<file path="src/rtl/mem_port_arbiter_if.sv">
// Bundle of requester-side and RAM-side signals around the shared memory port arbiter.
// The slave modport is the arbiter's view; master is the requesters/RAM view.
interface mem_port_arbiter_if #(
   parameter int AW = 32,
   parameter int DW = 32
);
   logic          if_req;
   logic [AW-1:0] if_addr;
   logic [DW-1:0] if_rdata;
   logic          if_moc;
   logic          d_req;
   logic          d_rw;
   logic [1:0]    d_type;
   logic [AW-1:0] d_addr;
   logic [DW-1:0] d_wdata;
   logic [DW-1:0] d_rdata;
   logic          d_moc;
   logic          d_err;
   logic          mem_en;
   logic          mem_rw;
   logic [1:0]    mem_type;
   logic [AW-1:0] mem_addr;
   logic [DW-1:0] mem_wdata;
   logic [DW-1:0] mem_rdata;

   modport slave (
      input  if_req, if_addr, d_req, d_rw, d_type, d_addr, d_wdata, mem_rdata,
      output if_rdata, if_moc, d_rdata, d_moc, d_err,
             mem_en, mem_rw, mem_type, mem_addr, mem_wdata
   );

   modport master (
      output if_req, if_addr, d_req, d_rw, d_type, d_addr, d_wdata, mem_rdata,
      input  if_rdata, if_moc, d_rdata, d_moc, d_err,
             mem_en, mem_rw, mem_type, mem_addr, mem_wdata
   );
endinterface

</file>
<file path="src/rtl/mem_port_arbiter.sv">
// Shares one RAM port between instruction fetch and data load/store with a wait-state counter.
// Optional macro MISALIGN_CHK_EN: misaligned data accesses complete immediately with d_err.
module mem_port_arbiter #(
   parameter int WAIT_CYCLES = 2,
   parameter int AW          = 32,
   parameter int DW          = 32
) (
   input  logic                 Clk,
   input  logic                 Clr,
   mem_port_arbiter_if.slave    bus
);
   typedef enum logic [1:0] {IDLE = 2'b00, ACC = 2'b01, DONE = 2'b10} state_t;

   localparam logic [3:0] WAIT_LD = 4'(WAIT_CYCLES);

   state_t        state_q, state_d;
   logic [3:0]    cnt_q, cnt_d;
   logic          gnt_data_q, gnt_data_d;
   logic          last_data_q, last_data_d;
   logic          mem_en_q, mem_en_d;
   logic          mem_rw_q, mem_rw_d;
   logic [1:0]    mem_type_q, mem_type_d;
   logic [AW-1:0] mem_addr_q, mem_addr_d;
   logic [DW-1:0] mem_wdata_q, mem_wdata_d;
   logic [DW-1:0] if_rdata_q, if_rdata_d;
   logic [DW-1:0] d_rdata_q, d_rdata_d;
   logic          if_moc_q, if_moc_d;
   logic          d_moc_q, d_moc_d;
   logic          d_err_q, d_err_d;
   logic          pick_data_s;
   logic          misalign_s;

   // Data wins unless it won last time and fetch is waiting.
   assign pick_data_s = bus.d_req && !(last_data_q && bus.if_req);

`ifdef MISALIGN_CHK_EN
   assign misalign_s = ((bus.d_type == 2'b01) && bus.d_addr[0]) ||
                       (bus.d_type[1] && (bus.d_addr[1:0] != 2'b00));
`else
   assign misalign_s = 1'b0;
`endif

   always_ff @(posedge Clk or posedge Clr) begin
      if (Clr) begin
         state_q     <= IDLE;
         cnt_q       <= 4'd0;
         gnt_data_q  <= 1'b0;
         last_data_q <= 1'b0;
         mem_en_q    <= 1'b0;
         mem_rw_q    <= 1'b0;
         mem_type_q  <= 2'b00;
         mem_addr_q  <= '0;
         mem_wdata_q <= '0;
         if_rdata_q  <= '0;
         d_rdata_q   <= '0;
         if_moc_q    <= 1'b0;
         d_moc_q     <= 1'b0;
         d_err_q     <= 1'b0;
      end else begin
         state_q     <= state_d;
         cnt_q       <= cnt_d;
         gnt_data_q  <= gnt_data_d;
         last_data_q <= last_data_d;
         mem_en_q    <= mem_en_d;
         mem_rw_q    <= mem_rw_d;
         mem_type_q  <= mem_type_d;
         mem_addr_q  <= mem_addr_d;
         mem_wdata_q <= mem_wdata_d;
         if_rdata_q  <= if_rdata_d;
         d_rdata_q   <= d_rdata_d;
         if_moc_q    <= if_moc_d;
         d_moc_q     <= d_moc_d;
         d_err_q     <= d_err_d;
      end
   end

   // Outputs are computed for the next state so every output is a flop.
   always_comb begin
      state_d     = state_q;
      cnt_d       = cnt_q;
      gnt_data_d  = gnt_data_q;
      last_data_d = last_data_q;
      mem_en_d    = 1'b0;
      mem_rw_d    = mem_rw_q;
      mem_type_d  = mem_type_q;
      mem_addr_d  = mem_addr_q;
      mem_wdata_d = mem_wdata_q;
      if_rdata_d  = if_rdata_q;
      d_rdata_d   = d_rdata_q;
      if_moc_d    = 1'b0;
      d_moc_d     = 1'b0;
      d_err_d     = 1'b0;
      case (state_q)
         IDLE: begin
            if (bus.if_req || bus.d_req) begin
               gnt_data_d  = pick_data_s;
               last_data_d = pick_data_s;
               cnt_d       = WAIT_LD;
               if (pick_data_s) begin
                  mem_rw_d    = bus.d_rw;
                  mem_type_d  = (bus.d_type == 2'b11) ? 2'b10 : bus.d_type;
                  mem_addr_d  = bus.d_addr;
                  mem_wdata_d = bus.d_wdata;
               end else begin
                  mem_rw_d    = 1'b1;
                  mem_type_d  = 2'b10;
                  mem_addr_d  = bus.if_addr;
               end
               if (pick_data_s && misalign_s) begin
                  state_d = DONE;
                  d_moc_d = 1'b1;
                  d_err_d = 1'b1;
               end else begin
                  state_d  = ACC;
                  mem_en_d = 1'b1;
               end
            end else begin
               state_d = IDLE;
            end
         end
         ACC: begin
            if (cnt_q == 4'd1) begin
               state_d = DONE;
               cnt_d   = 4'd0;
               if (mem_rw_q) begin
                  if (gnt_data_q) begin
                     d_rdata_d = bus.mem_rdata;
                  end else begin
                     if_rdata_d = bus.mem_rdata;
                  end
               end else begin
                  d_rdata_d = d_rdata_q;
               end
               if (gnt_data_q) begin
                  d_moc_d = 1'b1;
               end else begin
                  if_moc_d = 1'b1;
               end
            end else begin
               cnt_d    = cnt_q - 4'd1;
               mem_en_d = 1'b1;
            end
         end
         DONE: begin
            state_d = IDLE;
         end
         default: begin
            state_d = IDLE;
         end
      endcase
   end

   assign bus.mem_en    = mem_en_q;
   assign bus.mem_rw    = mem_rw_q;
   assign bus.mem_type  = mem_type_q;
   assign bus.mem_addr  = mem_addr_q;
   assign bus.mem_wdata = mem_wdata_q;
   assign bus.if_rdata  = if_rdata_q;
   assign bus.d_rdata   = d_rdata_q;
   assign bus.if_moc    = if_moc_q;
   assign bus.d_moc     = d_moc_q;
   assign bus.d_err     = d_err_q;
endmodule
</file>
<file path="src/flat_wrapper.sv">
// flat-port wrapper written by rule: the top's interface ports become plain ports
module mem_port_arbiter_flat 
#(
   parameter int WAIT_CYCLES = 2,
   parameter int AW          = 32,
   parameter int DW          = 32
)
  (Clk, Clr, bus_if_req, bus_if_addr, bus_d_req, bus_d_rw, bus_d_type, bus_d_addr, bus_d_wdata, bus_mem_rdata, bus_if_rdata, bus_if_moc, bus_d_rdata, bus_d_moc, bus_d_err, bus_mem_en, bus_mem_rw, bus_mem_type, bus_mem_addr, bus_mem_wdata);
  mem_port_arbiter_if #(.AW(AW), .DW(DW)) bus_i ();
  input  logic Clk;
  input  logic Clr;
  input wire logic [$bits(bus_i.if_req)-1:0] bus_if_req;
  input wire logic [$bits(bus_i.if_addr)-1:0] bus_if_addr;
  input wire logic [$bits(bus_i.d_req)-1:0] bus_d_req;
  input wire logic [$bits(bus_i.d_rw)-1:0] bus_d_rw;
  input wire logic [$bits(bus_i.d_type)-1:0] bus_d_type;
  input wire logic [$bits(bus_i.d_addr)-1:0] bus_d_addr;
  input wire logic [$bits(bus_i.d_wdata)-1:0] bus_d_wdata;
  input wire logic [$bits(bus_i.mem_rdata)-1:0] bus_mem_rdata;
  output wire logic [$bits(bus_i.if_rdata)-1:0] bus_if_rdata;
  output wire logic [$bits(bus_i.if_moc)-1:0] bus_if_moc;
  output wire logic [$bits(bus_i.d_rdata)-1:0] bus_d_rdata;
  output wire logic [$bits(bus_i.d_moc)-1:0] bus_d_moc;
  output wire logic [$bits(bus_i.d_err)-1:0] bus_d_err;
  output wire logic [$bits(bus_i.mem_en)-1:0] bus_mem_en;
  output wire logic [$bits(bus_i.mem_rw)-1:0] bus_mem_rw;
  output wire logic [$bits(bus_i.mem_type)-1:0] bus_mem_type;
  output wire logic [$bits(bus_i.mem_addr)-1:0] bus_mem_addr;
  output wire logic [$bits(bus_i.mem_wdata)-1:0] bus_mem_wdata;
  assign bus_i.if_req = bus_if_req;
  assign bus_i.if_addr = bus_if_addr;
  assign bus_i.d_req = bus_d_req;
  assign bus_i.d_rw = bus_d_rw;
  assign bus_i.d_type = bus_d_type;
  assign bus_i.d_addr = bus_d_addr;
  assign bus_i.d_wdata = bus_d_wdata;
  assign bus_i.mem_rdata = bus_mem_rdata;
  assign bus_if_rdata = bus_i.if_rdata;
  assign bus_if_moc = bus_i.if_moc;
  assign bus_d_rdata = bus_i.d_rdata;
  assign bus_d_moc = bus_i.d_moc;
  assign bus_d_err = bus_i.d_err;
  assign bus_mem_en = bus_i.mem_en;
  assign bus_mem_rw = bus_i.mem_rw;
  assign bus_mem_type = bus_i.mem_type;
  assign bus_mem_addr = bus_i.mem_addr;
  assign bus_mem_wdata = bus_i.mem_wdata;
  mem_port_arbiter #(.WAIT_CYCLES(WAIT_CYCLES), .AW(AW), .DW(DW)) u_core (.Clk(Clk), .Clr(Clr), .bus(bus_i));
endmodule
</file>
<file path="config.mk">
export PLATFORM = sky130hd
export DESIGN_NAME = mem_port_arbiter_flat
export DESIGN_NICKNAME = d
export VERILOG_FILES = /design/src/rtl/mem_port_arbiter_if.sv /design/src/rtl/mem_port_arbiter.sv /design/src/flat_wrapper.sv
export SDC_FILE = /design/constraint.sdc
export NUM_CORES = 1
export LEC_CHECK = 0
export ABC_AREA = 1
export CAP_MARGIN = 40
export CORE_UTILIZATION = 45
export CTS_CLUSTER_SIZE = 10
export DETAILED_ROUTE_END_ITERATION = 12
export PLACE_DENSITY = 0.86
export SYNTH_ARGS = -nofsm -noshare
export SYNTH_HDL_FRONTEND = slang
export SYNTH_SLANG_ARGS = --single-unit
export TNS_END_PERCENT = 20
</file>
<file path="constraint.sdc">
create_clock -name Clk -period 7.7 [get_ports Clk]
set_clock_uncertainty 0.2 [all_clocks]
set_input_delay 0.77 -clock Clk [delete_from_list [all_inputs] [get_ports Clk]]
set_output_delay 0.77 -clock Clk [all_outputs]
set_load 0.02 [all_outputs]
</file>
==> reports/metrics.yaml <==
final_nets: 1080
yosysSeqAreaShare: 0.595
swShare: 0.389
r2r-end: "u_core.bus.mem_wdata[15]"
rsz0062_at_grt: "no"
hold_viol_final: 0
p_per_area_nw_per_um2: 427
rows: 41
h-tree-depth: 4
vias_per_cell: 4.90
critPathArrivalTime_ps: 3770
insertion_delay_ps: 410
yosys_warnings: 0
cts_sinks: 141
crit_chain: "clkdlybuf4s50_1 -> nand2_2 -> nand2_2 -> nor2_4 -> inv_2 -> nand2_1 -> nand2_1"
whs_path_depth: 2
max_stage_delay_ps: 760
syn-cell-area_sq_um: 5930
cp_slowest_cell: "nor2_4"
combPwrFrac: 0.469
relSlewSlack: 0.512
num_io_pins: 270
p_int_mw: 2.43
setup_tns_ps: 0
cp-start-kind: "input pin"
grt_start_max_net_pins: 72
setup_slack_ps: 4020
finalMaxSlewViolations: 0
route.detailed.drc: 0
fin_cells: 1128
r2r_setup_slack_ps: 4380
antenna_left: 0
cts_root_buffer: "clkbuf_16"
drtPass1Iterations: 5
start_util: 0.466
post-place-cells: 1096
min_from: "u_core.bus.mem_wdata[14]"
grt_use_total: 0.257
cts_max_path_buffers: 2
critPathLaunch: "bus_if_req"
ys_ff_latch: 141
cts_resized: 0
setup.worst_path.class: "input pin to flip-flop"
switchingPower_mw: 1.55
cap_violations: 0
via_count: 5531
cp_max_fo: 35
grt_overflow: 0
syn_nets: 824
synth.distinct_cells: 25
n_antenna_cell: 0
max_freq_mhz: 272
cts_setup_buffers: 0
cts_tree: "done"
antenna_found_initial: 0
leakage_nw: 4.50
tightest_slew_ps: 730
place_area_sq_um: 8710
period_share: 0.478
min_to: "u_core.bus.mem_wdata[14]"
grt_pass1_vias: 5433
p_seq_frac: 0.328
dpl.hpwl_um: 11700
numCtsBuffers: 17
syn_inst: 687
die-area_sq_um: 13600
io_buffer_count: 268
path_delay_family: "simple AND/OR/NAND/NOR gates"
syn2layout_area_growth_pct: 56.9
preCtsSetupSlack_ps: 3570
chipWidth_um: 117
grt_pass1_wl_um: 26700
cts_hold_buf: 0
synth_area_per_cell_sq_um: 8.63
cp.required_ps: 7800
wire_per_inst_um: 15.0
drt_iter0_drc: 429
r2r-start: "u_core.last_data_q"
core_area_sq_um: 12700
min_period_ps: 3680
routed_wl_um: 17000
crit_path_end_kind: "flip-flop"
setup_viol: 0
drive_gt1_frac: 0.0533
r2r.worst_path.cells: 6
status: "complete, no violations"
clockPowerShare: 0.203
peakVddDrop_uv: 206
stdcell_area_sq_um: 9310
min_path_type: "flip-flop to flip-flop"
cp_num_buf_inv: 2
globalplace.congestion: 0.840
die_height_um: 117
clk_pin_slew_ps: 60
## worst min-delay path, cell delays in order (launching register included)
cell     delay, ps
dfrtp_1        340
nand2_1         50
nand2_1         50
## flip-flops by register name, indices dropped and copies added, names as in the netlist, 2 cells and up
register and flops:
u_core.bus.d_rdata 32, u_core.bus.if_rdata 32, u_core.bus.mem_addr 32, u_core.bus.mem_type 2, u_core.bus.mem_wdata 32, u_core.cnt_q 4, u_core.state_q 2
## worst max-delay path by stage
stage	end	slack, ps	cells past startpoint
2_1_floorplan	u_core.bus.d_moc	2950	1
3_3_place_gp	u_core.bus.mem_wdata[27]	3630	7
3_5_place_dp	u_core.bus.mem_wdata[22]	3570	7
4_1_cts	u_core.bus.mem_wdata[19]	4010	7
5_1_grt	u_core.bus.mem_wdata[15]	3720	7
6_report	u_core.bus.mem_wdata[15]	4020	7
## synthesized netlist by cell type
cell | n | area, sq um
ha_1 | 2 | 25.0
buf_1 | 2 | 7.51
a21o_1 | 32 | 240
buf_2 | 23 | 115
o21a_1 | 1 | 7.51
inv_1 | 10 | 37.5
conb_1 | 1 | 3.75
nand2_1 | 362 | 1360
nor2_4 | 1 | 11.3
nand2_2 | 3 | 18.8
nor3_1 | 2 | 10.0
buf_4 | 7 | 52.6
nor2_2 | 1 | 6.26
a21oi_1 | 1 | 5.00
clkbuf_1 | 7 | 26.3
dfrtp_1 | 141 | 3530
nand3_2 | 1 | 10.0
o21ai_0 | 7 | 35.0
nand3_1 | 69 | 345
nor3_4 | 1 | 16.3
o21ai_4 | 1 | 16.3
xor2_1 | 1 | 8.76
inv_2 | 3 | 11.3
nand4_1 | 1 | 6.26
nor2_1 | 7 | 26.3
## power by group through the flow
| stage | clock network [mW] | registers [mW] | logic (mW) |
|---|---|---|---|
| 2_1_floorplan | 0 | 1.70 | 0.550 |
| 3_3_place_gp | 0 | 1.30 | 1.83 |
| 3_5_place_dp | 0 | 1.30 | 1.87 |
| 4_1_cts | 0.825 | 1.30 | 1.88 |
| 5_1_grt | 0.859 | 1.34 | 2.03 |
| 6_report | 0.808 | 1.30 | 1.86 |
## per-stage QoR
| stage | hold slack, ps | power [mW] | util |
|---|---|---|---|
| 2_1_floorplan | 286 | 2.25 | - |
| 3_3_place_gp | 252 | 3.12 | 0.682 |
| 3_5_place_dp | 257 | 3.17 | 0.685 |
| 4_1_cts | 272 | 4.01 | 0.731 |
| 5_1_grt | 295 | 4.23 | 0.731 |
| 6_report | 268 | 3.97 | 0.731 |
## layout by cell type (no fill, tap or decap), types with 2 or more instances in the layout
cell / synthesis / layout
clkbuf_16: 0 / 17
clkinvlp_4: 0 / 5
clkinv_4: 0 / 2
clkbuf_8: 0 / 2
nand2_2: 3 / 3
inv_1: 10 / 9
o21ai_0: 7 / 7
inv_6: 0 / 3
a21o_1: 32 / 32
dfrtp_1: 141 / 141
ha_1: 2 / 2
inv_2: 3 / 3
buf_4: 7 / 6
nand3_1: 69 / 69
nor2_1: 7 / 7
nand2_1: 362 / 362
clkdlybuf4s50_1: 0 / 268
bufinv_16: 0 / 2
nor3_1: 2 / 2
## cell type report
type	instances	area [sq um]
clock buffer	20	457
sequential	141	3530
timing repair buffer	276	2760
fill	963	3420
tap	172	215
multi-input combinational	494	2150
inverter	13	53.8
clock inverter	12	138
## metal layers
layer,vias to the layer above,wire [um],global-route usage
met5,-,0,0
met4,0,298,0.102
met3,26,1440,0.0824
met2,206,8570,0.427
met1,2631,6650,0.310
li1,2668,-,-
## cell families (layout without fill, tap and decap cells)
logic type      count (synthesis)  in the layout  synth area share
compound gates                 42             42            0.0513
simple gates                  448            448             0.305
fa+ha+maj                       2              2           0.00422
xor+xnor                        1              1           0.00148
buf+inv                        52            321            0.0422
flops                         141            141             0.595
other cells                     1              1          0.000632
(Power assumes the default switching activity.)
